File: config.mk
export PLATFORM = sky130hd
export DESIGN_NAME = array_access_sched_flat
export DESIGN_NICKNAME = d
export VERILOG_FILES = /design/src/rtl/array_access_sched_if.sv /design/src/rtl/array_access_sched.sv /design/src/flat_wrapper.sv
export SDC_FILE = /design/constraint.sdc
export NUM_CORES = 1
export LEC_CHECK = 0
export ABC_AREA = 1
export BUFFER_PORTS_ARGS = -buffer_cell sky130_fd_sc_hd__buf_4
export CAP_MARGIN = 20
export CORE_ASPECT_RATIO = 1.75
export CORE_MARGIN = 10
export CORE_UTILIZATION = 47
export DETAILED_ROUTE_END_ITERATION = 16
export HOLD_SLACK_MARGIN = 0.1
export PLACE_DENSITY = 0.78
export SETUP_SLACK_MARGIN = 0.5
export SKIP_CTS_REPAIR_TIMING = 1
export SLEW_MARGIN = 10
export SYNTH_ARGS = -nofsm -noshare
export SYNTH_HDL_FRONTEND = slang
export SYNTH_SLANG_ARGS = --single-unit
File: constraint.sdc
create_clock -name clk -period 6.75 [get_ports clk]
set_clock_uncertainty 0.15 [all_clocks]
set_input_delay 0.3375 -clock clk [delete_from_list [all_inputs] [get_ports clk]]
set_output_delay 0.3375 -clock clk [all_outputs]
set_load 0.05 [all_outputs]
File: src/rtl/array_access_sched_if.sv
// Request/grant, clear and response signals shared by requesters A/B and the array scheduler.
// "master" is the requester side, "slave" the scheduler side.
interface array_access_sched_if #(
  parameter int DATA_W = 32,
  parameter int ADDR_W = 2
);
  logic              a_req;
  logic [1:0]        a_op;
  logic [ADDR_W-1:0] a_addr;
  logic [DATA_W-1:0] a_wdata;
  logic              a_gnt;

  logic              b_req;
  logic [1:0]        b_op;
  logic [ADDR_W-1:0] b_addr;
  logic [DATA_W-1:0] b_wdata;
  logic              b_gnt;

  logic              clr_req;

  logic              rsp_valid;
  logic              rsp_id;
  logic [DATA_W-1:0] rsp_data;
  logic              busy;

  modport master (
    output a_req, a_op, a_addr, a_wdata,
    output b_req, b_op, b_addr, b_wdata,
    output clr_req,
    input  a_gnt, b_gnt,
    input  rsp_valid, rsp_id, rsp_data, busy
  );

  modport slave (
    input  a_req, a_op, a_addr, a_wdata,
    input  b_req, b_op, b_addr, b_wdata,
    input  clr_req,
    output a_gnt, b_gnt,
    output rsp_valid, rsp_id, rsp_data, busy
  );
endinterface

File: src/rtl/array_access_sched.sv
// Owns the 4 x 32-bit working array: round-robin arbitration between A and B, two-cycle
// read-modify-write for HALVE/SHR2, and a prioritised 4-cycle sweep clear.
module array_access_sched #(
  parameter int DATA_W = 32,
  parameter int ADDR_W = 2
) (
  input  logic                clk,
  input  logic                reset,
  array_access_sched_if.slave bus
);

  localparam int DEPTH = 2 ** ADDR_W;

  localparam logic [1:0] OP_WRITE = 2'b00;
  localparam logic [1:0] OP_HALVE = 2'b01;
  localparam logic [1:0] OP_SHR2  = 2'b10;
  localparam logic [1:0] OP_READ  = 2'b11;

  typedef enum logic [1:0] {
    ST_IDLE  = 2'd0,
    ST_RMW   = 2'd1,
    ST_SWEEP = 2'd2
  } state_t;

  state_t            state_r;
  state_t            state_s;
  logic              clr_pend_r;
  logic              clr_pend_s;
  logic              rr_last_r;   // 0 = A granted last, 1 = B granted last
  logic              rr_last_s;
  logic [ADDR_W-1:0] sweep_ptr_r;
  logic [ADDR_W-1:0] sweep_ptr_s;

  logic              rmw_id_r;
  logic [1:0]        rmw_op_r;
  logic [ADDR_W-1:0] rmw_addr_r;
  logic [DATA_W-1:0] rmw_new_s;

  logic [DATA_W-1:0] mem_r [DEPTH];
  logic              mem_we_s;
  logic [ADDR_W-1:0] mem_waddr_s;
  logic [DATA_W-1:0] mem_wdata_s;

  logic              a_gnt_s;
  logic              b_gnt_s;
  logic              grant_s;
  logic              sel_id_s;
  logic [1:0]        sel_op_s;
  logic [ADDR_W-1:0] sel_addr_s;
  logic [DATA_W-1:0] sel_wdata_s;

  logic              rsp_valid_r;
  logic              rsp_valid_s;
  logic              rsp_id_r;
  logic              rsp_id_s;
  logic [DATA_W-1:0] rsp_data_r;
  logic [DATA_W-1:0] rsp_data_s;

  // Logical right shift with zero fill for the two read-modify-write operations.
  function automatic logic [DATA_W-1:0] rmw_result(input logic [1:0] op,
                                                   input logic [DATA_W-1:0] value);
    logic [DATA_W-1:0] res;
    case (op)
      OP_HALVE: res = value >> 2'd1;
      OP_SHR2:  res = value >> 2'd2;
      default:  res = value;
    endcase
    return res;
  endfunction

  // Round-robin arbitration; only an IDLE cycle without a pending clear may grant.
  always_comb begin
    a_gnt_s = 1'b0;
    b_gnt_s = 1'b0;
    if ((state_r == ST_IDLE) && !clr_pend_r) begin
      if (bus.a_req && bus.b_req) begin
        if (rr_last_r) begin
          a_gnt_s = 1'b1;
        end else begin
          b_gnt_s = 1'b1;
        end
      end else begin
        a_gnt_s = bus.a_req;
        b_gnt_s = bus.b_req;
      end
    end else begin
      a_gnt_s = 1'b0;
      b_gnt_s = 1'b0;
    end
  end

  // Route the winning requester's operation to the datapath.
  always_comb begin
    grant_s  = a_gnt_s | b_gnt_s;
    sel_id_s = b_gnt_s;
    if (b_gnt_s) begin
      sel_op_s    = bus.b_op;
      sel_addr_s  = bus.b_addr;
      sel_wdata_s = bus.b_wdata;
    end else begin
      sel_op_s    = bus.a_op;
      sel_addr_s  = bus.a_addr;
      sel_wdata_s = bus.a_wdata;
    end
  end

  // FSM next state, array write port and response generation.
  always_comb begin
    state_s     = state_r;
    clr_pend_s  = clr_pend_r | (bus.clr_req && (state_r != ST_SWEEP));
    rr_last_s   = rr_last_r;
    sweep_ptr_s = sweep_ptr_r;
    mem_we_s    = 1'b0;
    mem_waddr_s = sel_addr_s;
    mem_wdata_s = sel_wdata_s;
    rsp_valid_s = 1'b0;
    rsp_id_s    = rsp_id_r;
    rsp_data_s  = rsp_data_r;
    rmw_new_s   = rmw_result(rmw_op_r, mem_r[rmw_addr_r]);
    case (state_r)
      ST_IDLE: begin
        if (clr_pend_r) begin
          // A clear arriving in this very cycle merges with the sweep being started.
          state_s     = ST_SWEEP;
          clr_pend_s  = 1'b0;
          sweep_ptr_s = '0;
        end else if (grant_s) begin
          rr_last_s = sel_id_s;
          rsp_id_s  = sel_id_s;
          case (sel_op_s)
            OP_WRITE: begin
              mem_we_s    = 1'b1;
              rsp_valid_s = 1'b1;
              rsp_data_s  = sel_wdata_s;
            end
            OP_READ: begin
              rsp_valid_s = 1'b1;
              rsp_data_s  = mem_r[sel_addr_s];
            end
            default: begin
              state_s = ST_RMW;
            end
          endcase
        end else begin
          state_s = ST_IDLE;
        end
      end
      ST_RMW: begin
        mem_we_s    = 1'b1;
        mem_waddr_s = rmw_addr_r;
        mem_wdata_s = rmw_new_s;
        rsp_valid_s = 1'b1;
        rsp_id_s    = rmw_id_r;
        rsp_data_s  = rmw_new_s;
        state_s     = ST_IDLE;
      end
      ST_SWEEP: begin
        mem_we_s    = 1'b1;
        mem_waddr_s = sweep_ptr_r;
        mem_wdata_s = '0;
        sweep_ptr_s = sweep_ptr_r + ADDR_W'(1);
        if (sweep_ptr_r == {ADDR_W{1'b1}}) begin
          state_s = ST_IDLE;
        end else begin
          state_s = ST_SWEEP;
        end
      end
      default: begin
        state_s = ST_IDLE;
      end
    endcase
  end

  // Control state, captured RMW operation and registered response.
  always_ff @(posedge clk or posedge reset) begin
    if (reset) begin
      state_r     <= ST_IDLE;
      clr_pend_r  <= 1'b0;
      rr_last_r   <= 1'b1;
      sweep_ptr_r <= '0;
      rmw_id_r    <= 1'b0;
      rmw_op_r    <= 2'b00;
      rmw_addr_r  <= '0;
      rsp_valid_r <= 1'b0;
      rsp_id_r    <= 1'b0;
      rsp_data_r  <= '0;
    end else begin
      state_r     <= state_s;
      clr_pend_r  <= clr_pend_s;
      rr_last_r   <= rr_last_s;
      sweep_ptr_r <= sweep_ptr_s;
      rsp_valid_r <= rsp_valid_s;
      rsp_id_r    <= rsp_id_s;
      rsp_data_r  <= rsp_data_s;
      if (grant_s) begin
        rmw_id_r   <= sel_id_s;
        rmw_op_r   <= sel_op_s;
        rmw_addr_r <= sel_addr_s;
      end
    end
  end

  // Array storage; reset zeroes every entry so an aborted RMW or sweep leaves a clean array.
  always_ff @(posedge clk or posedge reset) begin
    if (reset) begin
      for (int i = 0; i < DEPTH; i++) begin
        mem_r[i] <= '0;
      end
    end else if (mem_we_s) begin
      mem_r[mem_waddr_s] <= mem_wdata_s;
    end
  end

  assign bus.a_gnt     = a_gnt_s;
  assign bus.b_gnt     = b_gnt_s;
  assign bus.rsp_valid = rsp_valid_r;
  assign bus.rsp_id    = rsp_id_r;
  assign bus.rsp_data  = rsp_data_r;
  assign bus.busy      = (state_r != ST_IDLE) || clr_pend_r;

endmodule

File: src/flat_wrapper.sv
// flat-port wrapper written by rule: the top's interface ports become plain ports
module array_access_sched_flat 
#(
  parameter int DATA_W = 32,
  parameter int ADDR_W = 2
)
  (clk, reset, bus_a_req, bus_a_op, bus_a_addr, bus_a_wdata, bus_b_req, bus_b_op, bus_b_addr, bus_b_wdata, bus_clr_req, bus_a_gnt, bus_b_gnt, bus_rsp_valid, bus_rsp_id, bus_rsp_data, bus_busy);
  array_access_sched_if #(.DATA_W(DATA_W), .ADDR_W(ADDR_W)) bus_i ();
  input  logic clk;
  input  logic reset;
  input wire logic [$bits(bus_i.a_req)-1:0] bus_a_req;
  input wire logic [$bits(bus_i.a_op)-1:0] bus_a_op;
  input wire logic [$bits(bus_i.a_addr)-1:0] bus_a_addr;
  input wire logic [$bits(bus_i.a_wdata)-1:0] bus_a_wdata;
  input wire logic [$bits(bus_i.b_req)-1:0] bus_b_req;
  input wire logic [$bits(bus_i.b_op)-1:0] bus_b_op;
  input wire logic [$bits(bus_i.b_addr)-1:0] bus_b_addr;
  input wire logic [$bits(bus_i.b_wdata)-1:0] bus_b_wdata;
  input wire logic [$bits(bus_i.clr_req)-1:0] bus_clr_req;
  output wire logic [$bits(bus_i.a_gnt)-1:0] bus_a_gnt;
  output wire logic [$bits(bus_i.b_gnt)-1:0] bus_b_gnt;
  output wire logic [$bits(bus_i.rsp_valid)-1:0] bus_rsp_valid;
  output wire logic [$bits(bus_i.rsp_id)-1:0] bus_rsp_id;
  output wire logic [$bits(bus_i.rsp_data)-1:0] bus_rsp_data;
  output wire logic [$bits(bus_i.busy)-1:0] bus_busy;
  assign bus_i.a_req = bus_a_req;
  assign bus_i.a_op = bus_a_op;
  assign bus_i.a_addr = bus_a_addr;
  assign bus_i.a_wdata = bus_a_wdata;
  assign bus_i.b_req = bus_b_req;
  assign bus_i.b_op = bus_b_op;
  assign bus_i.b_addr = bus_b_addr;
  assign bus_i.b_wdata = bus_b_wdata;
  assign bus_i.clr_req = bus_clr_req;
  assign bus_a_gnt = bus_i.a_gnt;
  assign bus_b_gnt = bus_i.b_gnt;
  assign bus_rsp_valid = bus_i.rsp_valid;
  assign bus_rsp_id = bus_i.rsp_id;
  assign bus_rsp_data = bus_i.rsp_data;
  assign bus_busy = bus_i.busy;
  array_access_sched #(.DATA_W(DATA_W), .ADDR_W(ADDR_W)) u_core (.clk(clk), .reset(reset), .bus(bus_i));
endmodule
==> run_results.csv <==
group,metric,value,unit
clocking,htree_levels,4,
worst_hold_path,holdPathStages,3,
detailed_routing,wirelength,43.5,mm
worst_setup_path,r2r_setup_slack,2.23,ns
die,chipHeight,226,µm
timing,tns,0,ns
die,rows,75,
detailed_routing,drc_errors,0,
global_routing,grt_max_degree,80,
timing,max_freq,221,MHz
logic_synthesis,postSynthCellCount,1796,
worst_setup_path,crit_start,"u_core.state_r[0]",
pwr,peakVddDrop,383,µV
status,status,"finished, final reports clean",
worst_setup_path,critical_path_required,6.94,ns
logic_synthesis,yosysTopAreaCell,"dfrtp_1",
worst_setup_path,r2r_cells,15,
finish,layout-drive-gt1-share,12.5,%
worst_setup_path,start_kind,"register",
worst_setup_path,critPathCapture,"u_core.mem_r[114]",
logic_synthesis,synth_nets,1882,
detailed_routing,dr.pass1.iters,6,
timing,rsz0062_at_grt,"no",
finish,syn2layout_area_growth,13.8,%
flow_run,maxCapViolations,0,
die,io_pins,114,
worst_setup_path,rr_endpoint,"u_core.mem_r[114]",
global_routing,grt_pass1_vias,12400,
detailed_routing,routedWlPerCell,20.1,µm
logic_synthesis,ys_types,31,
logic_synthesis,synth_area_per_cell,6.32,µm²
placed_design,dp_hpwl,28.1,mm
finish,num_antenna_cells,0,
logic_synthesis,syn_area,11400,µm²
timing,finalCritPeriodShare,66.9,%
finish,nets,1932,
clocking,clk_pin_slew_worst_paths,0.07,ns
timing,hold_viol,0,
pwr,cellPowerDensity,563,nW/µm²
global_routing,grt_usage,28.3,%
detailed_routing,via_count,12200,
die,start_util,47.4,%
clocking,root_buffer,"clkbuf_16",
placed_design,portBuffers,113,
global_routing,antenna_found_initial,0,
global_routing,overflow,0,
worst_setup_path,path_max_fanout,44,
logic_synthesis,ys_seq_area_share,38.2,%
worst_hold_path,hold_class,"in2reg",
finish,fillers,2319,
worst_setup_path,timing.rr.start,"u_core.state_r[0]",
logic_synthesis,yosysMostFrequentCell,"nand2_1",
logic_synthesis,synth_edf_count,0,
global_routing,grt_pass1_wl,67.3,mm
logic_synthesis,yosys-top-cells-area,"dfrtp_1 38%, nand2_1 25%, nand3_1 9.2%",
logic_synthesis,synth_top_area_share,37.9,%
finish,final_cells,2167,
timing,slew_viol_final,0,
global_routing,use_met3,4.36,%
logic_synthesis,yosys_warnings,0,
detailed_routing,viasPerCell,5.64,
logic_synthesis,ys_ff_latch,173,
worst_setup_path,endpoint_kind,"register",
detailed_routing,drtAntennaViolNets,0,
logic_synthesis,netlist_top_cells_count,"744 x nand2_1, 208 x nand3_1, 193 x inv_1, 172 x dfrtp_1, 146 x o21ai_0",
die,dieArea,31000,µm²
pwr,power.leakage,6.83,nW
worst_setup_path,worstPathArrival,4.71,ns
timing,post-route-min-period,4.52,ns
placed_design,place_congestion,0.939,
clocking,cts_buffers,17,
logic_synthesis,synth_flop_cell,"dfrtp_1",
global_routing,busiest_layer,"met2",
global_routing,grtUsageMet2,46.8,%
clocking,insertion_delay,0.45,ns
timing,tightest_slew,1.02,ns
logic_synthesis,async_flop_share,100,%
clocking,cts_sinks,173,
placed_design,dp.cells,2131,
global_routing,gr-usage-met1,29.7,%
clocking,clockBufferDepth,2,
timing,setup_violations,0,
timing,max_slew_margin,31.5,%
detailed_routing,drt_iter0_drc,1375,
clocking,cts_tree,"built",
worst_setup_path,path_class,"reg2reg",
die,core,23900,µm²
die,die_w,137,µm
[power breakdown]
part / switching (W) / leakage [nW] / total (W) / internal (W)
registers: 0.000304 / 2.18 / 0.00178 / 0.00147
logic: 0.00329 / 4.37 / 0.00447 / 0.00118
clock network: 0.000455 / 0.278 / 0.00102 / 0.000566
total: 0.00405 / 6.83 / 0.00727 / 0.00321
[layer usage]
metal / vias up / wire [µm] / share of wire, %
met4: 0 / 4550 / 10
met3: 235 / 3140 / 7.2
met1: 5625 / 14200 / 33
met2: 703 / 21600 / 50
li1: 5659 / - / -
met5: - / 0 / 0
[worst min path at each step]
| stage | startpoint | end |
|---|---|---|
| 3_5_place_dp | u_core.mem_r[103] | u_core.mem_r[103] |
| 4_1_cts | reset | u_core.mem_r[44] |
| 6_report | bus_b_op[0] | u_core.rmw_op_r[0] |
| 3_3_place_gp | u_core.mem_r[103] | u_core.mem_r[103] |
| 2_1_floorplan | u_core.rmw_id_r | u_core.rmw_id_r |
| 5_1_grt | bus_b_op[0] | u_core.rmw_op_r[0] |
[critical path, stage by stage, from the launching register on]
cell and delay [ns]:
dfrtp_1 0.38, inv_1 0.09, ha_2 0.23, inv_2 0.07, nor2_4 0.06, nand3_4 0.32, clkinv_2 0.46, nand2_1 0.19
nand2_2 0.59, o21ai_4 0.48, inv_2 0.11, nor2_4 0.29, buf_4 0.41, inv_2 0.31, nand2_1 0.14, nand2_1 0.05
[cells in the final DEF, fill, tap and decap left out, types with 5 or more instances in the layout]
cell          n
clkinvlp_4    5
nor2_1       83
inv_2         7
ha_1          8
nand2_1     743
inv_1       192
clkbuf_16    17
o21ai_0     146
o211ai_1      5
nor2_4        5
nand3_1     208
o21ai_1       5
a21oi_1      57
dfrtp_1     171
buf_4       133
or2_2        41
[registers in the layout, summed over array words and instances, names as in the netlist]
name	flops
u_core.bus.rsp_id	1
u_core.rmw_id_r	1
u_core.rmw_addr_r	2
u_core.rmw_op_r	2
u_core.rr_last_r	1
u_core.bus.rsp_valid	1
u_core.clr_pend_r	1
u_core.state_r	2
u_core.mem_r	128
u_core.bus.rsp_data	32
u_core.sweep_ptr_r	2
[logic make-up (layout without fill, tap and decap cells)]
kind of cell    after synthesis  after routing  synth area share, %
simple gates               1086           1086                 39.7
buf+inv                     308            371                 11.1
compound gates              220            220                 10.1
flops                       173            173                 38.2
fa+ha+maj                     9              9                0.992
[stage by stage]
step | instance area, µm² | hold slack (ns) | worst slack [ns] | total power, W | utilization [%]
global placement | 12300 | 0.304 | 2.51 | 0.00600 | 51.2
detailed placement | 12300 | 0.308 | 2.33 | 0.00610 | 51.2
CTS | 12800 | -0.0942 | 2.29 | 0.00712 | 53.7
floorplan | 11400 | 0.287 | 1.58 | 0.00479 | -
finish | 12900 | 0.174 | 2.23 | 0.00727 | 54.0
global route | 12900 | 0.195 | 1.92 | 0.00776 | 54.0
[final cells by class]
type | instances | area [µm²] | share of cell area, %
Clock inverter | 13 | 139 | 1.08
Clock buffer | 19 | 453 | 3.51
Sequential cell | 173 | 4330 | 33.5
Multi-Input combinational cell | 1315 | 5770 | 44.7
Tap cell | 308 | 385 | 2.98
Inverter | 202 | 764 | 5.92
Timing Repair Buffer | 137 | 1070 | 8.31
Power figures use the tool's default switching activity.
